[src/rtl/instr_prefetch_pkg.sv]
// Shared definitions for the instruction prefetch unit: default reset PC,
// the filler word presented on a misaligned-target fault, FSM encodings and
// the sequential PC step helper.
package instr_prefetch_pkg;

    // First fetch address after reset unless overridden at instantiation.
    localparam logic [31:0] RESET_PC_DEFAULT = 32'h0000_0000;

    // All-zero word decodes as illegal in the ID stage.
    localparam logic [31:0] FAULT_FILL_WORD = 32'h0000_0000;

    // RUN: normal fetching. FAULT: parked on a misaligned redirect target.
    typedef enum logic {
        ST_RUN   = 1'b0,
        ST_FAULT = 1'b1
    } ifu_state_e;

    // Next sequential word address; wraps naturally at 32 bits.
    function automatic logic [31:0] pc_next(input logic [31:0] pc);
        return pc + 32'd4;
    endfunction

endpackage

[src/rtl/instr_prefetch_if.sv]
// Bundle of the prefetch unit's memory-side and decoder-side signals.
// master = the prefetch unit, slave = its environment (imem + ID stage).
interface instr_prefetch_if;

    // instruction memory side
    logic        imem_req_o;
    logic [31:0] imem_addr_o;
    logic        imem_gnt_i;
    logic        imem_rvalid_i;
    logic [31:0] imem_rdata_i;

    // control flow redirect
    logic        redirect_i;
    logic [31:0] redirect_pc_i;

    // decoder side
    logic        instr_valid_o;
    logic        instr_ready_i;
    logic [31:0] instr_o;
    logic [31:0] instr_pc_o;
    logic        instr_fault_o;

    modport master (
        output imem_req_o, imem_addr_o,
        input  imem_gnt_i, imem_rvalid_i, imem_rdata_i,
        input  redirect_i, redirect_pc_i,
        output instr_valid_o, instr_o, instr_pc_o, instr_fault_o,
        input  instr_ready_i
    );

    modport slave (
        input  imem_req_o, imem_addr_o,
        output imem_gnt_i, imem_rvalid_i, imem_rdata_i,
        output redirect_i, redirect_pc_i,
        input  instr_valid_o, instr_o, instr_pc_o, instr_fault_o,
        output instr_ready_i
    );

endinterface

[src/rtl/instr_prefetch_fetch_fifo.sv]
// Synchronous FIFO holding {pc, instr} pairs for the prefetch unit.
// Push and pop in the same cycle are both honoured (also when full);
// clear empties the FIFO and overrides any same-cycle push or pop.
// Storage is not reset; only pointers and occupancy are.
module fetch_fifo #(
    parameter int DEPTH = 4,
    parameter int WIDTH = 64
) (
    input  logic                     clk,
    input  logic                     rst,
    input  logic                     i_push,
    input  logic [WIDTH-1:0]         i_data,
    input  logic                     i_pop,
    input  logic                     i_clear,
    output logic [WIDTH-1:0]         o_data,
    output logic [$clog2(DEPTH):0]   o_count,
    output logic                     o_full,
    output logic                     o_empty
);

    localparam int AW = $clog2(DEPTH);

    logic [WIDTH-1:0] r_mem [DEPTH];
    logic [AW-1:0]    r_wr_ptr;
    logic [AW-1:0]    r_rd_ptr;
    logic [AW:0]      r_count;
    logic             w_push_ok;
    logic             w_pop_ok;

    assign o_empty   = (r_count == '0);
    assign o_full    = (r_count == (AW+1)'(DEPTH));
    assign w_pop_ok  = i_pop && !o_empty;
    assign w_push_ok = i_push && (!o_full || w_pop_ok);

    // Pointer and occupancy bookkeeping; clear wins over push/pop.
    always_ff @(posedge clk or posedge rst) begin
        if (rst) begin
            r_wr_ptr <= '0;
            r_rd_ptr <= '0;
            r_count  <= '0;
        end else if (i_clear) begin
            r_wr_ptr <= '0;
            r_rd_ptr <= '0;
            r_count  <= '0;
        end else begin
            if (w_push_ok) begin
                r_wr_ptr <= r_wr_ptr + AW'(1);
            end
            if (w_pop_ok) begin
                r_rd_ptr <= r_rd_ptr + AW'(1);
            end
            case ({w_push_ok, w_pop_ok})
                2'b10:   r_count <= r_count + (AW+1)'(1);
                2'b01:   r_count <= r_count - (AW+1)'(1);
                default: r_count <= r_count;
            endcase
        end
    end

    // Entry storage write; a cleared cycle writes nothing.
    always_ff @(posedge clk) begin
        if (w_push_ok && !i_clear) begin
            r_mem[r_wr_ptr] <= i_data;
        end
    end

    assign o_data  = r_mem[r_rd_ptr];
    assign o_count = r_count;

endmodule

[src/rtl/instr_prefetch.sv]
// Instruction prefetch unit for the IF stage.
// Issues sequential word fetches, buffers returned words with their PCs in
// fetch_fifo and hands them to the decoder over valid/ready. A redirect
// flushes the FIFO, marks every in-flight fetch for discard and restarts
// fetching at the new target.
// Optional feature macro: IFU_MISALIGN_FAULT_EN -- when defined, a redirect
// to a non-word-aligned target parks the unit in FAULT and presents a fault
// marker entry until an aligned redirect arrives. When undefined, the low
// two target bits are ignored and instr_fault_o is tied low.
module instr_prefetch
    import instr_prefetch_pkg::*;
#(
    parameter int          DEPTH    = 4,
    parameter logic [31:0] RESET_PC = RESET_PC_DEFAULT
) (
    input  logic              clk,
    input  logic              rst,
    instr_prefetch_if.master  bus
);

    localparam int CW = $clog2(DEPTH) + 1;

    ifu_state_e    r_state;
    ifu_state_e    w_state_nxt;
    logic [31:0]   r_fetch_pc;
    logic [31:0]   r_rsp_pc;
    logic [CW-1:0] r_outst;
    logic [CW-1:0] r_discard;
    logic [CW-1:0] w_outst_nxt;

    logic [CW-1:0] w_fifo_count;
    logic          w_fifo_full;
    logic          w_fifo_empty;
    logic [63:0]   w_fifo_head;

    logic [31:0]   w_redir_pc;
    logic          w_redir_misalign;
    logic [CW:0]   w_inflight;
    logic          w_credit_ok;
    logic          w_grant;
    logic          w_drop;
    logic          w_push;
    logic          w_pop;

`ifdef IFU_MISALIGN_FAULT_EN
    logic [31:0]   r_fault_pc;

    assign w_redir_pc       = bus.redirect_pc_i;
    assign w_redir_misalign = (bus.redirect_pc_i[1:0] != 2'b00);
`else
    assign w_redir_pc       = bus.redirect_pc_i & 32'hFFFF_FFFC;
    assign w_redir_misalign = 1'b0;
`endif

    // Buffered plus outstanding words may never exceed DEPTH, so every
    // returning word is guaranteed a FIFO slot.
    assign w_inflight  = {1'b0, w_fifo_count} + {1'b0, r_outst};
    assign w_credit_ok = !w_fifo_full && (w_inflight < (CW+1)'(DEPTH));

    assign bus.imem_req_o  = (r_state == ST_RUN) && !rst && !bus.redirect_i && w_credit_ok;
    assign bus.imem_addr_o = r_fetch_pc;

    assign w_grant = bus.imem_req_o && bus.imem_gnt_i;
    assign w_drop  = bus.imem_rvalid_i && (r_discard != '0);
    assign w_push  = bus.imem_rvalid_i && !w_drop;
    assign w_pop   = !w_fifo_empty && (r_state == ST_RUN) && bus.instr_ready_i && !bus.redirect_i;

    // Outstanding count after this cycle's grant and response; a redirect
    // turns exactly this many future responses into discards.
    always_comb begin
        w_outst_nxt = r_outst;
        case ({w_grant, bus.imem_rvalid_i})
            2'b10:   w_outst_nxt = r_outst + CW'(1);
            2'b01:   w_outst_nxt = r_outst - CW'(1);
            default: w_outst_nxt = r_outst;
        endcase
    end

    // Fetch/response PCs and the outstanding/discard counters.
    always_ff @(posedge clk or posedge rst) begin
        if (rst) begin
            r_fetch_pc <= RESET_PC;
            r_rsp_pc   <= RESET_PC;
            r_outst    <= '0;
            r_discard  <= '0;
        end else begin
            r_outst <= w_outst_nxt;
            if (bus.redirect_i) begin
                r_fetch_pc <= w_redir_pc;
                r_rsp_pc   <= w_redir_pc;
                r_discard  <= w_outst_nxt;
            end else begin
                if (w_grant) begin
                    r_fetch_pc <= pc_next(r_fetch_pc);
                end
                if (w_push) begin
                    r_rsp_pc <= pc_next(r_rsp_pc);
                end
                if (w_drop) begin
                    r_discard <= r_discard - CW'(1);
                end
            end
        end
    end

    // FSM state register.
    always_ff @(posedge clk or posedge rst) begin
        if (rst) begin
            r_state <= ST_RUN;
        end else begin
            r_state <= w_state_nxt;
        end
    end

    // FSM next state: only a redirect moves between RUN and FAULT.
    always_comb begin
        w_state_nxt = r_state;
        if (bus.redirect_i) begin
            w_state_nxt = w_redir_misalign ? ST_FAULT : ST_RUN;
        end
    end

`ifdef IFU_MISALIGN_FAULT_EN
    // Capture the faulting target so it can be reported as the entry PC.
    always_ff @(posedge clk or posedge rst) begin
        if (rst) begin
            r_fault_pc <= '0;
        end else if (bus.redirect_i) begin
            r_fault_pc <= bus.redirect_pc_i;
        end
    end
`endif

    fetch_fifo #(
        .DEPTH (DEPTH),
        .WIDTH (64)
    ) u_fetch_fifo (
        .clk     (clk),
        .rst     (rst),
        .i_push  (w_push),
        .i_data  ({r_rsp_pc, bus.imem_rdata_i}),
        .i_pop   (w_pop),
        .i_clear (bus.redirect_i),
        .o_data  (w_fifo_head),
        .o_count (w_fifo_count),
        .o_full  (w_fifo_full),
        .o_empty (w_fifo_empty)
    );

    // Decoder-facing outputs: FIFO head when non-empty, zeros otherwise,
    // and the held fault marker entry while in FAULT.
    always_comb begin
        bus.instr_valid_o = !w_fifo_empty;
        bus.instr_o       = w_fifo_empty ? 32'h0 : w_fifo_head[31:0];
        bus.instr_pc_o    = w_fifo_empty ? 32'h0 : w_fifo_head[63:32];
        bus.instr_fault_o = 1'b0;
`ifdef IFU_MISALIGN_FAULT_EN
        if (r_state == ST_FAULT) begin
            bus.instr_valid_o = 1'b1;
            bus.instr_o       = FAULT_FILL_WORD;
            bus.instr_pc_o    = r_fault_pc;
            bus.instr_fault_o = 1'b1;
        end
`endif
    end

endmodule

[src/flat_wrapper.sv]
// flat-port wrapper written by rule: the top's interface ports become plain ports
module instr_prefetch_flat import instr_prefetch_pkg::*;
#(
    parameter int          DEPTH    = 4,
    parameter logic [31:0] RESET_PC = RESET_PC_DEFAULT
)
  (clk, rst, bus_imem_req_o, bus_imem_addr_o, bus_imem_gnt_i, bus_imem_rvalid_i, bus_imem_rdata_i, bus_redirect_i, bus_redirect_pc_i, bus_instr_valid_o, bus_instr_o, bus_instr_pc_o, bus_instr_fault_o, bus_instr_ready_i);
  instr_prefetch_if bus_i ();
  input  logic clk;
  input  logic rst;
  output wire logic [$bits(bus_i.imem_req_o)-1:0] bus_imem_req_o;
  output wire logic [$bits(bus_i.imem_addr_o)-1:0] bus_imem_addr_o;
  input wire logic [$bits(bus_i.imem_gnt_i)-1:0] bus_imem_gnt_i;
  input wire logic [$bits(bus_i.imem_rvalid_i)-1:0] bus_imem_rvalid_i;
  input wire logic [$bits(bus_i.imem_rdata_i)-1:0] bus_imem_rdata_i;
  input wire logic [$bits(bus_i.redirect_i)-1:0] bus_redirect_i;
  input wire logic [$bits(bus_i.redirect_pc_i)-1:0] bus_redirect_pc_i;
  output wire logic [$bits(bus_i.instr_valid_o)-1:0] bus_instr_valid_o;
  output wire logic [$bits(bus_i.instr_o)-1:0] bus_instr_o;
  output wire logic [$bits(bus_i.instr_pc_o)-1:0] bus_instr_pc_o;
  output wire logic [$bits(bus_i.instr_fault_o)-1:0] bus_instr_fault_o;
  input wire logic [$bits(bus_i.instr_ready_i)-1:0] bus_instr_ready_i;
  assign bus_imem_req_o = bus_i.imem_req_o;
  assign bus_imem_addr_o = bus_i.imem_addr_o;
  assign bus_i.imem_gnt_i = bus_imem_gnt_i;
  assign bus_i.imem_rvalid_i = bus_imem_rvalid_i;
  assign bus_i.imem_rdata_i = bus_imem_rdata_i;
  assign bus_i.redirect_i = bus_redirect_i;
  assign bus_i.redirect_pc_i = bus_redirect_pc_i;
  assign bus_instr_valid_o = bus_i.instr_valid_o;
  assign bus_instr_o = bus_i.instr_o;
  assign bus_instr_pc_o = bus_i.instr_pc_o;
  assign bus_instr_fault_o = bus_i.instr_fault_o;
  assign bus_i.instr_ready_i = bus_instr_ready_i;
  instr_prefetch #(.DEPTH(DEPTH), .RESET_PC(RESET_PC)) u_core (.clk(clk), .rst(rst), .bus(bus_i));
endmodule
[config.mk]
export PLATFORM = sky130hd
export DESIGN_NAME = instr_prefetch_flat
export DESIGN_NICKNAME = d
export VERILOG_FILES = /design/src/rtl/instr_prefetch_pkg.sv /design/src/rtl/instr_prefetch_if.sv /design/src/rtl/instr_prefetch_fetch_fifo.sv /design/src/rtl/instr_prefetch.sv /design/src/flat_wrapper.sv
export SDC_FILE = /design/constraint.sdc
export NUM_CORES = 1
export LEC_CHECK = 0
export BUFFER_PORTS_ARGS = -buffer_cell sky130_fd_sc_hd__buf_2
export CORE_MARGIN = 3
export CORE_UTILIZATION = 58
export CTS_CLUSTER_SIZE = 24
export DETAILED_ROUTE_END_ITERATION = 6
export GPL_TIMING_DRIVEN = 0
export PLACE_DENSITY = 0.8
export SYNTH_ARGS = -nofsm -noshare
export SYNTH_HDL_FRONTEND = slang
export SYNTH_HIERARCHICAL = 1
export SYNTH_SLANG_ARGS = --single-unit
[constraint.sdc]
create_clock -name clk -period 9.7 [get_ports clk]
set_input_delay 0.485 -clock clk [delete_from_list [all_inputs] [get_ports clk]]
set_output_delay 0.485 -clock clk [all_outputs]
set_load 0.02 [all_outputs]
# ---- After elaboration in Yosys (flattened, before gate mapping)
# Memory sizes are Yosys's and may differ from the RTL's.
# Cells that the tools add are included.
dict set report totals {
  register_bits 77
  latch_bits 0
  ramBits 256
  rom_bits 0
  input_bits 70
  output_inout_bits 99
  wordCells 66
  n_memories 1
}
# name depth width read_ports rd_clocked_by_memory_dff wr line_no
set mem_list {}
lappend mem_list {u_core.u_fetch_fifo.r_mem 4 64 1 0 1 instr_prefetch_fetch_fifo.sv:23} ;# logic [WIDTH-1:0] r_mem [DEPTH];
dict set report op_classes {
  n_addsub 10
  mul 0
  div 0
  order_cmp 1
  n_eq_ne 5
  n_shift 0
  n_mux 17
  n_bitwise 0
  n_reduce_logical 25
}
# operator count
set ops {}
lappend ops {{2-to-1 mux 32 bit} 6}
lappend ops {{adder 32 x 3 -> 32 bit, second input constant} 2}
lappend ops {{case mux 3 bit (2 select lines)} 2}
lappend ops {{logical AND 1 bit} 11}
lappend ops {{nonzero test 2 bit} 5}
lappend ops {{2-to-1 mux 3 bit} 3}
lappend ops {{subtractor 3 x 1 -> 3 bit, second input constant} 3}
lappend ops {{2-to-1 mux 2 bit} 4}
lappend ops {{adder 3 x 1 -> 3 bit, second input constant} 2}
lappend ops {{nonzero test 3 bit} 2}
lappend ops {{logical NOT 1 bit} 5}
lappend ops {{adder 2 x 1 -> 2 bit, second input constant} 2}
lappend ops {{adder 3 x 3 -> 4 bit} 1}
lappend ops {{equality test 2 x 1 -> 1 bit, second input constant} 2}
lappend ops {{equality test 2 bit, second input constant} 2}
lappend ops {{less-than comparator 4 x 3 -> 1 bit, second input constant} 1}
lappend ops {{equality test 3 bit, second input constant} 1}
lappend ops {{logical NOT 3 bit} 1}
lappend ops {{2-to-1 mux 1 bit} 2}
lappend ops {{logical OR 1 bit} 1}

# ---- Longest topological paths before layout
# Gate-level depths: netlist of the first run.
dict set report depth {
  ltp_word 10
  depth_mapped 17
  mapped_depth_nobuf 13
}

# ---- Hierarchy
# Netlist of the first run, hierarchy kept.
# module n_inst cells_each area_each_um2 seq_area_each_um2
set modules_own_cells {}
lappend modules_own_cells {fetch_fifo 1 399 9793.1 7862.5}
lappend modules_own_cells {instr_prefetch 1 501 4241.6 1651.6}

# ---- Worst setup path before layout of the first run
# Ideal clock, no wire load.
dict set report synth_path {
  path_kind {reg-to-reg}
  from {reg u_core.u_fetch_fifo.r_count[0], in the netlist u_core/u_fetch_fifo/o_count[0]}
  to {mem u_core.u_fetch_fifo.r_mem[0][0] (enable)}
  setup_ps 578
  arrival_time_ps 6349
  required_ps 9122
  setup_slack_ps 2773
  path_stages_with_launch 9
  n_path_buf 3
  period_less_slack_ps 6927
  cell_sequence {dfrtp_1 -> buf_2 -> nor3_1 -> clkbuf_1 -> inv_1 -> and3_1 -> clkbuf_1 -> o21ai_1 -> nor3b_1}
}
dict set report synth_via {
  elab_chain_len 10
  elab_cells_between_ends 12
  classes_between {eq/ne (1); mux (2); reduce/logical (9)}
}
# element line_no
set synth_rtl {}
lappend synth_rtl {{start, declared} instr_prefetch_fetch_fifo.sv:26} ;# logic [AW:0] r_count;
lappend synth_rtl {{start signal, assigned} instr_prefetch_fetch_fifo.sv:53} ;# 2'b10: r_count <= r_count + (AW+1)'(1);
lappend synth_rtl {{start signal, assigned} instr_prefetch_fetch_fifo.sv:54} ;# 2'b01: r_count <= r_count - (AW+1)'(1);
lappend synth_rtl {{start signal, assigned} instr_prefetch_fetch_fifo.sv:55} ;# default: r_count <= r_count;
lappend synth_rtl {{logical NOT 3 bit} instr_prefetch_fetch_fifo.sv:30} ;# assign o_empty = (r_count == '0);
lappend synth_rtl {{net u_core.w_fifo_empty} instr_prefetch.sv:33} ;# logic w_fifo_empty;
lappend synth_rtl {{logical NOT 1 bit} n/a}
lappend synth_rtl {{net bus_instr_valid_o} flat_wrapper.sv:18} ;# output wire logic [$bits(bus_i.instr_valid_o)-1:0] bus_instr_valid_o;
lappend synth_rtl {{logical AND 1 bit (2 in a row)} instr_prefetch.sv:66} ;# assign w_pop = !w_fifo_empty && (r_state == ST_RUN) && bus.instr_ready_i && !bus.redirect_i;
lappend synth_rtl {{net u_core.w_pop} instr_prefetch.sv:43} ;# logic w_pop;
lappend synth_rtl {{logical AND 1 bit} instr_prefetch_fetch_fifo.sv:32} ;# assign w_pop_ok = i_pop && !o_empty;
lappend synth_rtl {{logical OR 1 bit} instr_prefetch_fetch_fifo.sv:33} ;# assign w_push_ok = i_push && (!o_full || w_pop_ok);
lappend synth_rtl {{logical AND 1 bit} instr_prefetch_fetch_fifo.sv:33}
lappend synth_rtl {{logical AND 1 bit} instr_prefetch_fetch_fifo.sv:62} ;# if (w_push_ok && !i_clear) begin
lappend synth_rtl {{2-to-1 mux 1 bit} instr_prefetch_fetch_fifo.sv:62}
lappend synth_rtl {{2-to-1 mux 1 bit (not written as such)} instr_prefetch_fetch_fifo.sv:63} ;# r_mem[r_wr_ptr] <= i_data;
lappend synth_rtl {{end, declared} instr_prefetch_fetch_fifo.sv:23}
# The timed path passes the listed nets, and every way through them passes these cells.

# ---- Worst setup path after layout of the first run
dict set report layout_path {
  from {reg u_core.u_fetch_fifo.r_count[0], in the netlist u_core/u_fetch_fifo/o_count[0]}
  to {mem u_core.u_fetch_fifo.r_mem[3][59] (enable)}
}
dict set report layout_via {
  elab_chain_len 10
  elab_cells_between_ends 12
  classes_between {eq/ne (1); mux (2); reduce/logical (9)}
}
# element line_no
set layout_rtl {}
lappend layout_rtl {{logical NOT 3 bit} instr_prefetch_fetch_fifo.sv:30}
lappend layout_rtl {{net u_core.w_fifo_empty} instr_prefetch.sv:33}
lappend layout_rtl {{logical NOT 1 bit} instr_prefetch.sv:66}
lappend layout_rtl {{logical AND 1 bit (2 in a row)} instr_prefetch.sv:66}
lappend layout_rtl {{net u_core.w_pop} instr_prefetch.sv:43}
lappend layout_rtl {{logical AND 1 bit} instr_prefetch_fetch_fifo.sv:32}
lappend layout_rtl {{logical OR 1 bit} instr_prefetch_fetch_fifo.sv:33}
lappend layout_rtl {{logical AND 1 bit} instr_prefetch_fetch_fifo.sv:33}
lappend layout_rtl {{logical AND 1 bit} instr_prefetch_fetch_fifo.sv:62}
lappend layout_rtl {{2-to-1 mux 1 bit} instr_prefetch_fetch_fifo.sv:62}
lappend layout_rtl {{2-to-1 mux 1 bit (not written as such)} instr_prefetch_fetch_fifo.sv:63}
# The timed path passes the listed nets, and every way through them passes these cells.

==> impl_metrics.py, run 1 <==
metrics = {
    "status": {
        "status": "finished, final reports clean",
    },
    "place": {
        "placed_cell_area_um2": 15610,
        "globalplace.congestion": 0.8670,
        "portBuffers": 163,
        "dp_hpwl_um": 21320,
    },
    "clock_tree": {
        "cts_tree": "built",
        "clock_latency_ps": 500,
        "clock-sinks": 329,
        "numCtsBuffers": 34,
        "htreeDepth": 2,
        "cts-root-buf": "clkbuf_16",
        "clockBufferDepth": 3,
        "cts_setup_buffers": 0,
        "clkTransAtPathRegs_ps": 70,
    },
    "pwr": {
        "power.density_nw_per_um2": 201.3,
        "worst_ir_drop_vdd_uv": 135.9,
        "p_leak_nw": 6.154,
    },
    "die": {
        "initial_core_util_pct": 59.44,
        "io_pins": 169,
        "dieArea_um2": 26100,
        "fp.coreArea_um2": 23610,
        "fp-row-count": 56,
        "die_w_um": 161.6,
        "fp.dieH_um": 161.6,
    },
    "worst_setup_path": {
        "critPathLaunch": "u_core/u_fetch_fifo/o_count[0]$_DFFE_PP0P_",
        "critPathCaptureType": "flop",
        "worstPathRequired_ps": 9900,
        "worstPathMaxFanout": 11,
        "critPathBufInv": 7,
        "max_stage_delay_ps": 880,
        "crit_family": "buffers and inverters",
        "reg2reg_from": "u_core/u_fetch_fifo/o_count[0]$_DFFE_PP0P_",
        "arrival_ps": 4080,
        "crit_chain": "buf_2 > nor3_1 > clkbuf_1 > inv_1 > and3_1 > clkbuf_1 > o21ai_1 > nor3b_2 > buf_6 > buf_6 > buf_8",
        "crit_slowest_cell": "nor3b_2",
        "critPathLaunchType": "flop",
        "criticalPathCategory": "reg -> reg",
    },
    "synthesis": {
        "yosys_warnings": 6,
        "post-synth-top-count-cell": "edfxtp_1",
        "async_flop_share_pct": 22.19,
        "synth_flop_cell": "edfxtp_1",
        "synth_area_um2": 14030,
        "avgSynthCellArea_um2": 15.59,
        "seq_area_frac_synth_pct": 67.79,
        "syn_inst": 900,
        "synth_edf_count": 256,
        "yosys.cell_types.count": 55,
        "yosys-top-cells-count": "256 x edfxtp_1, 73 x dfrtp_1, 64 x mux4_2, 64 x nor2b_1, 58 x nand2_1",
        "synth_area_leader_cell": "edfxtp_1",
        "synth_top_cells_by_area": "edfxtp_1 55%, dfrtp_1 13%, mux4_2 10%, nor2b_1 2.9%, o21ai_0 1.9%",
        "synth.top_cell.area_share_pct": 54.77,
        "ys_ff_latch": 329,
    },
    "global_route": {
        "track_usage_pct": 24.62,
        "grt_pass1_wl_um": 49680,
        "grt_overflow": 0,
        "grt_pass1_vias": 8719,
        "antenna_found_initial": 0,
        "grt_max_degree": 67,
    },
    "drt": {
        "vias": 8694,
        "drt_wl_total_um": 31390,
        "ant_nets": 0,
        "drt-initial-drc-count": 800,
        "drc_errors": 0,
        "wl_per_cell_um": 21.19,
        "vias_per_cell": 5.870,
        "drt_first_pass_iters": 5,
    },
    "cells_and_area": {
        "area_growth_pct": 19.84,
        "fin_nets": 1219,
        "n_fill_cell": 1522,
        "n_antenna_cell": 0,
        "drive_gt1_share_pct": 29.26,
        "finalInstanceArea_um2": 16820,
    },
    "timing": {
        "tightest_slew_ps": 997.8,
        "fmax_ghz": 0.2583,
        "final.period_utilization_pct": 39.91,
        "hold_viol_final": 0,
        "max-slew-margin-rel_pct": 33.19,
        "period_minus_slack_ps": 3871,
        "slew_viol_final": 0,
        "whs_ps": 189.9,
        "rsz0062_at_grt": "false",
        "finClkSkew_ps": 15.17,
        "setup_viol": 0,
    },
    "worst_hold_path": {
        "hold_path_class": "in -> reg",
        "hp-start": "bus_imem_rdata_i[11]",
    },
    "run": {
        "max_cap_viol_count": 0,
    },
}
-- power by group --
part | total (W) | switching [W] | internal [W]
Clock | 0.00137 | 0.000514 | 0.000859
Combinational | 0.000329 | 0.000196 | 0.000134
Sequential | 0.00168 | 0.0000737 | 0.00161
Total | 0.00339 | 0.000784 | 0.00260
-- final timing paths --
kind | depth (start not counted) | slack [ps] | end
min | 1 | 190 | u_core/u_fetch_fifo/r_mem[2][11]$_DFFE_PP_
min in group asynchronous | 3 | 500 | u_core/u_fetch_fifo/o_count[0]$_DFFE_PP0P_
min reg2reg | 1 | 520 | u_core/r_outst[2]$_DFF_PP0_
max reg2reg | 11 | 5830 | u_core/u_fetch_fifo/r_mem[3][59]$_DFFE_PP_
max in group asynchronous | 3 | 8430 | u_core/r_rsp_pc[22]$_DFFE_PP0N_
max | 11 | 5830 | u_core/u_fetch_fifo/r_mem[3][59]$_DFFE_PP_
-- cell usage in the layout (no fill, tap or decap), types with 12 or more instances in the layout --
| master | n |
|---|---|
| nand2_1 | 58 |
| nor2b_1 | 64 |
| o211ai_1 | 12 |
| xnor2_1 | 12 |
| o21ai_0 | 54 |
| dfrtp_1 | 73 |
| nand3_1 | 37 |
| xor2_1 | 25 |
| buf_2 | 173 |
| inv_1 | 23 |
| nand4_1 | 18 |
| buf_6 | 26 |
| clkbuf_16 | 37 |
| nor2_1 | 26 |
| edfxtp_1 | 256 |
| mux4_2 | 64 |
| clkbuf_1 | 31 |
-- final cells by class --
type	instances	area [um^2]	area share [%]
plain buffers	51	245.2	1.458
clock buffers	42	954.7	5.676
clock inverters	20	247.7	1.473
inverters	24	92.59	0.5505
multi-input cells	506	4243	25.23
flip-flops and latches	329	9514	56.57
well taps	319	399.1	2.373
repair buffers	190	1122	6.673
-- cell families (layout without fill, tap and decap cells) --
family / Yosys count / count (layout) / synth area share [%]
AOI/OAI and AO/OA: 113 / 113 / 5.001
xor gates and xnor gates: 37 / 37 / 2.309
adders and majority gates: 13 / 13 / 1.266
buffers and inverters: 75 / 327 / 2.389
DFF: 329 / 329 / 67.79
muxes: 69 / 69 / 10.67
other: 1 / 11 / 0.02672
and+or+nand+nor: 263 / 263 / 10.55
-- metal layers --
layer | vias up | track usage, % | part of all wire, %
li1 | 3926 | - | -
met1 | 4339 | 35.11 | 41
met2 | 374 | 40.33 | 49
met3 | 55 | 3.693 | 7.4
met4 | 0 | 7.079 | 2.4
met5 | - | 0 | 0
-- metrics by stage --
step                setup slack (ps)  std cells  utilization [%]  setup TNS [ps]  power [W]
finish                          5829       1481            71.23               0   0.003385
global placement              -967.4       1392            64.74         -212350   0.002021
global route                    5463       1481            71.23               0   0.003517
detailed placement              5770       1418            66.09               0   0.002036
CTS                             5780       1481            71.23               0   0.003411
floorplan                       2773        910                -               0   0.001909
-- timing repair --
item	4_1_cts	5_1_grt
hold buffers	1	0
gates resized for setup	0	0
endpoints found under the hold margin	7	0
-- sequential cells by signal, summed over array words and instances, names as in the netlist --
signal                        cells
u_core/u_fetch_fifo/o_count       3
u_core/u_fetch_fifo/r_mem       256
u_core/bus.imem_addr_o           30
u_core/r_outst                    3
u_core/r_rsp_pc                  30
u_core/u_fetch_fifo/r_rd_ptr      2
u_core/r_discard                  3
u_core/u_fetch_fifo/r_wr_ptr      2
Power figures use the tool's default switching activity.
==> run 2: changes to the inputs <==
--- a/config.mk
+++ b/config.mk
@@ -5,13 +5,14 @@
 export SDC_FILE = /design/constraint.sdc
 export NUM_CORES = 1
 export LEC_CHECK = 0
+export ABC_AREA = 1
 export BUFFER_PORTS_ARGS = -buffer_cell sky130_fd_sc_hd__buf_2
 export CORE_MARGIN = 3
-export CORE_UTILIZATION = 58
+export CORE_UTILIZATION = 53
 export CTS_CLUSTER_SIZE = 24
 export DETAILED_ROUTE_END_ITERATION = 6
 export GPL_TIMING_DRIVEN = 0
-export PLACE_DENSITY = 0.8
+export PLACE_DENSITY = 0.76
 export SYNTH_ARGS = -nofsm -noshare
 export SYNTH_HDL_FRONTEND = slang
 export SYNTH_HIERARCHICAL = 1
==> constraint.sdc (replaced) <==
create_clock -name clk -period 3.15 [get_ports clk]
set_input_delay 0.1575 -clock clk [delete_from_list [all_inputs] [get_ports clk]]
set_output_delay 0.1575 -clock clk [all_outputs]
set_load 0.02 [all_outputs]
==> impl_metrics.py, run 2 <==
metrics = {
    "place": {
        "portBuffers": 163,
        "dp.cells": 2101,
        "globalplace.congestion": 0.9532,
        "dp_hpwl_um": 25900,
    },
    "clock_tree": {
        "clkTransAtPathRegs_ps": 60,
        "clock-sinks": 329,
        "cts_tree": "built",
        "clock_latency_ps": 510,
        "cts-root-buf": "clkbuf_16",
        "htreeDepth": 2,
        "clockBufferDepth": 3,
        "numCtsBuffers": 34,
    },
    "cells_and_area": {
        "largest-register": "u_core/u_fetch_fifo/r_mem",
        "area_growth_pct": 21.70,
        "most-common-layout-cells": "272 x nand2_1, 270 x nor2_1, 256 x edfxtp_1",
        "layout_commonest_cell": "nand2_1",
        "fin_nets": 1907,
        "largest_reg_flops": 256,
        "drive_gt1_share_pct": 16.11,
        "n_antenna_cell": 0,
        "instances_no_fill": 2228,
        "n_fill_cell": 2100,
    },
    "timing": {
        "fmax_ghz": 0.3740,
        "setup_tns_ps": 0,
        "hold_viol_final": 0,
        "finClkSkew_ps": 14.89,
        "period_minus_slack_ps": 2674,
        "setup_viol": 0,
        "rsz0062_at_grt": "false",
        "tightest_slew_ps": 693.6,
        "whs_ps": 34.18,
        "slew_viol_final": 0,
        "final.period_utilization_pct": 84.89,
        "max-slew-margin-rel_pct": 53.76,
    },
    "synthesis": {
        "synth_area_leader_cell": "edfxtp_1",
        "yosys_warnings": 6,
        "synth_area_um2": 15170,
        "synth_edf_count": 256,
        "async_flop_share_pct": 22.19,
        "post-synth-top-count-cell": "nor2_1",
        "synth.top_cell.area_share_pct": 50.68,
        "seq_area_frac_synth_pct": 62.73,
        "yosys.cell_types.count": 36,
        "avgSynthCellArea_um2": 9.842,
        "synth_top_cells_by_area": "edfxtp_1 51%, dfrtp_1 12%, nor2_1 6.8%, nand2_1 6.7%, inv_1 4.6%",
        "syn_inst": 1541,
        "synth_flop_cell": "edfxtp_1",
        "yosys-top-cells-count": "274 x nor2_1, 272 x nand2_1, 256 x edfxtp_1",
        "ys_ff_latch": 329,
    },
    "drt": {
        "vias": 12080,
        "drt-initial-drc-count": 1128,
        "vias_per_cell": 5.421,
        "drt_wl_total_um": 38220,
        "wl_per_cell_um": 17.16,
        "drc_errors": 0,
        "ant_nets": 0,
        "drt_first_pass_iters": 5,
    },
    "die": {
        "die_w_um": 175.2,
        "dieArea_um2": 30680,
        "fp-row-count": 61,
        "fp.coreArea_um2": 28010,
        "initial_core_util_pct": 54.15,
        "io_pins": 169,
        "fp.dieH_um": 175.2,
    },
    "worst_setup_path": {
        "arrival_ps": 3040,
        "criticalPathCategory": "in -> reg",
        "crit_chain": "dlygate4sd3_1 > buf_2 > clkinvlp_4 > nand3_2 > nor2_4 > nand2_4 > ha_1 > inv_1 > fa_1 > a21oi_1 > nand2_1 > xnor2_1 > nand2_1 > o311ai_0",
        "critPathLaunchType": "primary input",
        "worstPathRequired_ps": 3520,
        "worstPathMaxFanout": 27,
        "ff2ff_setup_slack_ps": 540,
        "critPathCaptureType": "flop",
        "cp_common_cell": "nand2_1",
        "max_stage_delay_ps": 530,
        "crit_slowest_cell": "clkinvlp_4",
    },
    "pwr": {
        "worst_ir_drop_vdd_uv": 391.8,
        "power.density_nw_per_um2": 711.9,
        "p_leak_nw": 7.786,
        "power_w": 0.01314,
    },
    "global_route": {
        "grt_max_degree": 42,
        "track_usage_pct": 24.75,
        "grt_overflow": 0,
        "grt_pass1_vias": 11690,
        "grt_pass1_wl_um": 60150,
        "antenna_found_initial": 0,
    },
    "worst_hold_path": {
        "hold_path_class": "in -> reg",
    },
    "status": {
        "status": "finished, final reports clean",
    },
    "run": {
        "max_cap_viol_count": 0,
    },
}
## run 2: worst paths after layout
check / start / end / cells past startpoint
max: rst / u_core/r_discard[2]$_DFFE_PP0P_ / 14
min: bus_redirect_pc_i[28] / u_core/bus.imem_addr_o[28]$_DFFE_PP0N_ / 5
max reg2reg: u_core/u_fetch_fifo/o_count[0]$_DFFE_PP0P_ / u_core/u_fetch_fifo/r_mem[0][40]$_DFFE_PP_ / 12
min reg2reg: u_core/r_outst[2]$_DFF_PP0_ / u_core/r_outst[2]$_DFF_PP0_ / 1
max in group asynchronous: rst / u_core/bus.imem_addr_o[9]$_DFFE_PP0N_ / 4
min in group asynchronous: rst / u_core/u_fetch_fifo/r_rd_ptr[0]$_DFFE_PP0P_ / 3
## run 2: layout make-up
class / instances / area (um^2) / share of cell area [%]
Inverter: 192 / 730.7 / 3.959
Tap cell: 378 / 473.0 / 2.562
Multi-Input combinational cell: 965 / 4614 / 25.00
Buffer: 64 / 384.1 / 2.081
Sequential cell: 329 / 9514 / 51.54
Clock buffer: 44 / 939.7 / 5.090
Timing Repair Buffer: 238 / 1664 / 9.015
Clock inverter: 18 / 138.9 / 0.7524
## run 2: per-stage QoR
stage / utilization (%) / instance area, um^2 / setup WS, ps
finish: 65.90 / 18460 / 475.9
global route: 65.90 / 18460 / 212.9
CTS: 65.82 / 18440 / 94.75
detailed placement: 59.67 / 16710 / -285.5
global placement: 58.93 / 16510 / -2105
floorplan: - / 15220 / -519.2
## run 2: cell families (layout without fill, tap and decap cells)
| family | Yosys count | count (layout) | share of synthesized area [%] |
|---|---|---|---|
| xor gates and xnor gates | 29 | 29 | 1.675 |
| AOI/OAI and AO/OA | 260 | 260 | 9.470 |
| other | 1 | 11 | 0.02472 |
| buffers and inverters | 257 | 556 | 7.326 |
| adders and majority gates | 13 | 13 | 1.171 |
| DFF | 329 | 329 | 62.73 |
| and+or+nand+nor | 652 | 652 | 17.60 |
## run 2: critical path, delay by kind of cell
family / cells / cell delay, ps
AOI/OAI and AO/OA: 2 / 290
xor gates and xnor gates: 1 / 140
adders and majority gates: 2 / 570
buffers and inverters: 4 / 1250
and+or+nand+nor: 5 / 630
## run 2: per-layer routing
metal	track usage, %	share of wire [%]	vias to the layer above	routed length (um)
met4	8.876	3.0	0	1129
met3	3.803	7.7	83	2926
met2	41.28	48	572	18430
met1	33.19	41	5702	15730
met5	0	0	-	0
li1	-	-	5722	-
## run 2: power breakdown
group | switching [W] | internal [W]
logic | 0.00260 | 0.00125
clock network | 0.00160 | 0.00221
registers | 0.000407 | 0.00508
## run 2: timing repair
| item | in CTS | in global routing |
|---|---|---|
| pin swaps | 4 | 0 |
| gates resized for setup | 0 | 2 |
| endpoints found under the hold margin | 198 | 0 |
| gates cloned | 0 | 0 |
| hold buffers | 56 | 0 |
| endpoints found under the setup margin | 225 | 58 |
| setup buffers | 8 | 2 |
==> run 3: changes to the inputs <==
--- a/config.mk
+++ b/config.mk
@@ -5,14 +5,14 @@
 export SDC_FILE = /design/constraint.sdc
 export NUM_CORES = 1
 export LEC_CHECK = 0
-export ABC_AREA = 1
+export ABC_AREA = 0
 export BUFFER_PORTS_ARGS = -buffer_cell sky130_fd_sc_hd__buf_2
 export CORE_MARGIN = 3
-export CORE_UTILIZATION = 53
+export CORE_UTILIZATION = 58
 export CTS_CLUSTER_SIZE = 24
 export DETAILED_ROUTE_END_ITERATION = 6
 export GPL_TIMING_DRIVEN = 0
-export PLACE_DENSITY = 0.76
+export PLACE_DENSITY = 0.8
 export SYNTH_ARGS = -nofsm -noshare
 export SYNTH_HDL_FRONTEND = slang
 export SYNTH_HIERARCHICAL = 1
==> constraint.sdc (replaced) <==
create_clock -name clk -period 2.5 [get_ports clk]
set_input_delay 0.125 -clock clk [delete_from_list [all_inputs] [get_ports clk]]
set_output_delay 0.125 -clock clk [all_outputs]
set_load 0.02 [all_outputs]
==> impl_metrics.py, run 3 (same netlist as run 1, synthesis figures left out) <==
metrics = {
    "timing": {
        "rsz0062_at_grt": "true",
        "finClkSkew_ps": 17.90,
        "hold_viol_final": 0,
        "slew_viol_final": 0,
        "whs_ps": 145.4,
        "final.period_utilization_pct": 110.0,
        "tightest_slew_ps": 844.9,
        "max-slew-margin-rel_pct": 43.67,
        "layout_setup_ws_ps": -250.1,
        "setup_tns_ps": -13460,
        "fmax_ghz": 0.3636,
        "period_minus_slack_ps": 2750,
        "setup_viol": 173,
    },
    "global_route": {
        "grt_overflow": 0,
        "grt_pass1_vias": 9384,
        "antenna_found_initial": 0,
        "use_met2_pct": 45.93,
        "busiest_layer": "met2",
        "met1_usage_pct": 35.22,
        "grt_pass1_wl_um": 53070,
        "track_usage_pct": 26.47,
        "grt_max_degree": 67,
        "met3_usage_pct": 3.847,
    },
    "place": {
        "portBuffers": 163,
        "placed_cell_area_um2": 15800,
        "globalplace.congestion": 0.8887,
        "dp_hpwl_um": 20930,
        "dp.cells": 1408,
    },
    "pwr": {
        "power.density_nw_per_um2": 744.8,
        "p_leak_nw": 6.860,
        "worst_ir_drop_vdd_uv": 479.9,
    },
    "worst_setup_path": {
        "criticalPathCategory": "reg -> reg",
        "arrival_ps": 3100,
        "crit_family": "simple AND/OR/NAND/NOR gates",
        "worstPathMaxFanout": 5,
        "critPathBufInv": 4,
        "crit_chain": "buf_6 > nor3_4 > clkbuf_8 > inv_6 > and3_4 > clkbuf_16 > o31ai_4 > nor2_2 > fa_2 > or3b_4 > a32oi_1 > a31oi_1",
        "critPathCaptureType": "flop",
        "critPathLaunchType": "flop",
        "worstPathRequired_ps": 2850,
        "crit_slowest_cell": "dfrtp_2",
        "max_stage_delay_ps": 440,
    },
    "cells_and_area": {
        "largest_reg_flops": 256,
        "finalInstanceArea_um2": 18360,
        "n_fill_cell": 1324,
        "most-common-layout-cells": "256 x edfxtp_1, 172 x buf_2, 72 x dfrtp_1",
        "area_growth_pct": 30.85,
        "n_antenna_cell": 0,
        "largest-register": "u_core/u_fetch_fifo/r_mem",
        "fin_nets": 1327,
        "drive_gt1_share_pct": 33.49,
        "final_util_pct": 77.77,
        "layout_commonest_cell": "edfxtp_1",
        "instances_no_fill": 1588,
    },
    "run": {
        "max_cap_viol_count": 0,
    },
    "drt": {
        "drt_wl_total_um": 35690,
        "ant_nets": 0,
        "drt_first_pass_iters": 5,
        "drt-initial-drc-count": 879,
        "vias": 9454,
        "wl_per_cell_um": 22.48,
        "vias_per_cell": 5.953,
        "drc_errors": 0,
    },
    "status": {
        "violations": "setup timing",
        "status": "finished with violations",
    },
    "clock_tree": {
        "clock_latency_ps": 510,
        "clockBufferDepth": 3,
        "clock-sinks": 329,
        "htreeDepth": 2,
        "cts-root-buf": "clkbuf_16",
        "cts_tree": "built",
        "clkTransAtPathRegs_ps": 70,
        "numCtsBuffers": 34,
    },
    "die": {
        "initial_core_util_pct": 59.44,
        "fp.coreArea_um2": 23610,
        "dieArea_um2": 26100,
        "die_w_um": 161.6,
        "fp-row-count": 56,
        "io_pins": 169,
        "fp.dieH_um": 161.6,
    },
    "worst_hold_path": {
        "hold_path_class": "in -> reg",
    },
}
run 3: changes by cell type in the layout (fill, tap and decap cells not counted), moves of 16 or more:
cell      change
buf_4        +32
clkbuf_1     -16
inv_1       -164
mux4_2       +64
nand2_1     -214
nand3_1      -29
nor2_1      -245
nor2b_1      +64
o21ai_0      -63
o21ai_1      -51
o22ai_1      -63
run 3: worst min-delay path, delay by kind of cell:
kind                       cells  cell delay (ps)
xor gates and xnor gates       1               80
adders and majority gates      1              190
buffers and inverters          1              200
run 3: per-stage QoR:
step	power [W]	setup WS [ps]
6_report	0.01368	-250.1
5_1_grt	0.01419	-317.6
4_1_cts	0.01362	-195.6
3_5_place_dp	0.008044	-682.3
3_3_place_gp	0.007952	-2125
2_1_floorplan	0.007505	-820.6
run 3: path summary, 6_finish.rpt:
check / from / end / slack [ps] / cells past startpoint
setup / recovery: u_core/u_fetch_fifo/o_count[1]$_DFFE_PP0P_ / u_core/u_fetch_fifo/o_count[2]$_DFFE_PP0P_ / -250 / 12
hold / removal: bus_imem_rvalid_i / u_core/r_outst[0]$_DFF_PP0_ / 150 / 3
setup reg to reg: u_core/u_fetch_fifo/o_count[1]$_DFFE_PP0P_ / u_core/u_fetch_fifo/o_count[2]$_DFFE_PP0P_ / -250 / 12
hold reg to reg: u_core/r_outst[2]$_DFF_PP0_ / u_core/r_outst[2]$_DFF_PP0_ / 490 / 1
max in group asynchronous: rst / u_core/bus.imem_addr_o[29]$_DFFE_PP0N_ / 1570 / 3
min in group asynchronous: rst / u_core/u_fetch_fifo/o_count[2]$_DFFE_PP0P_ / 170 / 3
run 3: what timing repair did:
| item | 4_1_cts | 5_1_grt |
|---|---|---|
| pin swaps | 10 | 14 |
| endpoints found under the hold margin | 260 | 0 |
| endpoints found under the setup margin | 297 | 138 |
| cloned | 0 | 5 |
| buffers inserted | 30 | 26 |
| hold buffers | 65 | 0 |
| gates resized for setup | 22 | 35 |
run 3: cell type report:
class | count | area [um^2] | share of cell area [%]
multi-input combinational | 506 | 4407 | 24.00
tap | 319 | 399.1 | 2.173
buffer | 49 | 344.1 | 1.874
timing repair buffer | 300 | 2370 | 12.90
sequential | 329 | 9515 | 51.82
clock inverter | 22 | 322.8 | 1.758
clock buffer | 39 | 900.9 | 4.906
inverter | 24 | 105.1 | 0.5723
run 3: metal layers:
metal  wire length [um]  vias to the layer above
met3               2453                       74
met2              18320                      486
met5                  0                        -
met1              13900                     4744
met4               1017                        0
li1                   -                     4150
run 3: where the power goes:
group,internal [W],switching (W)
registers,0.00624,0.000307
clock network,0.00343,0.00206
logic,0.000757,0.000883
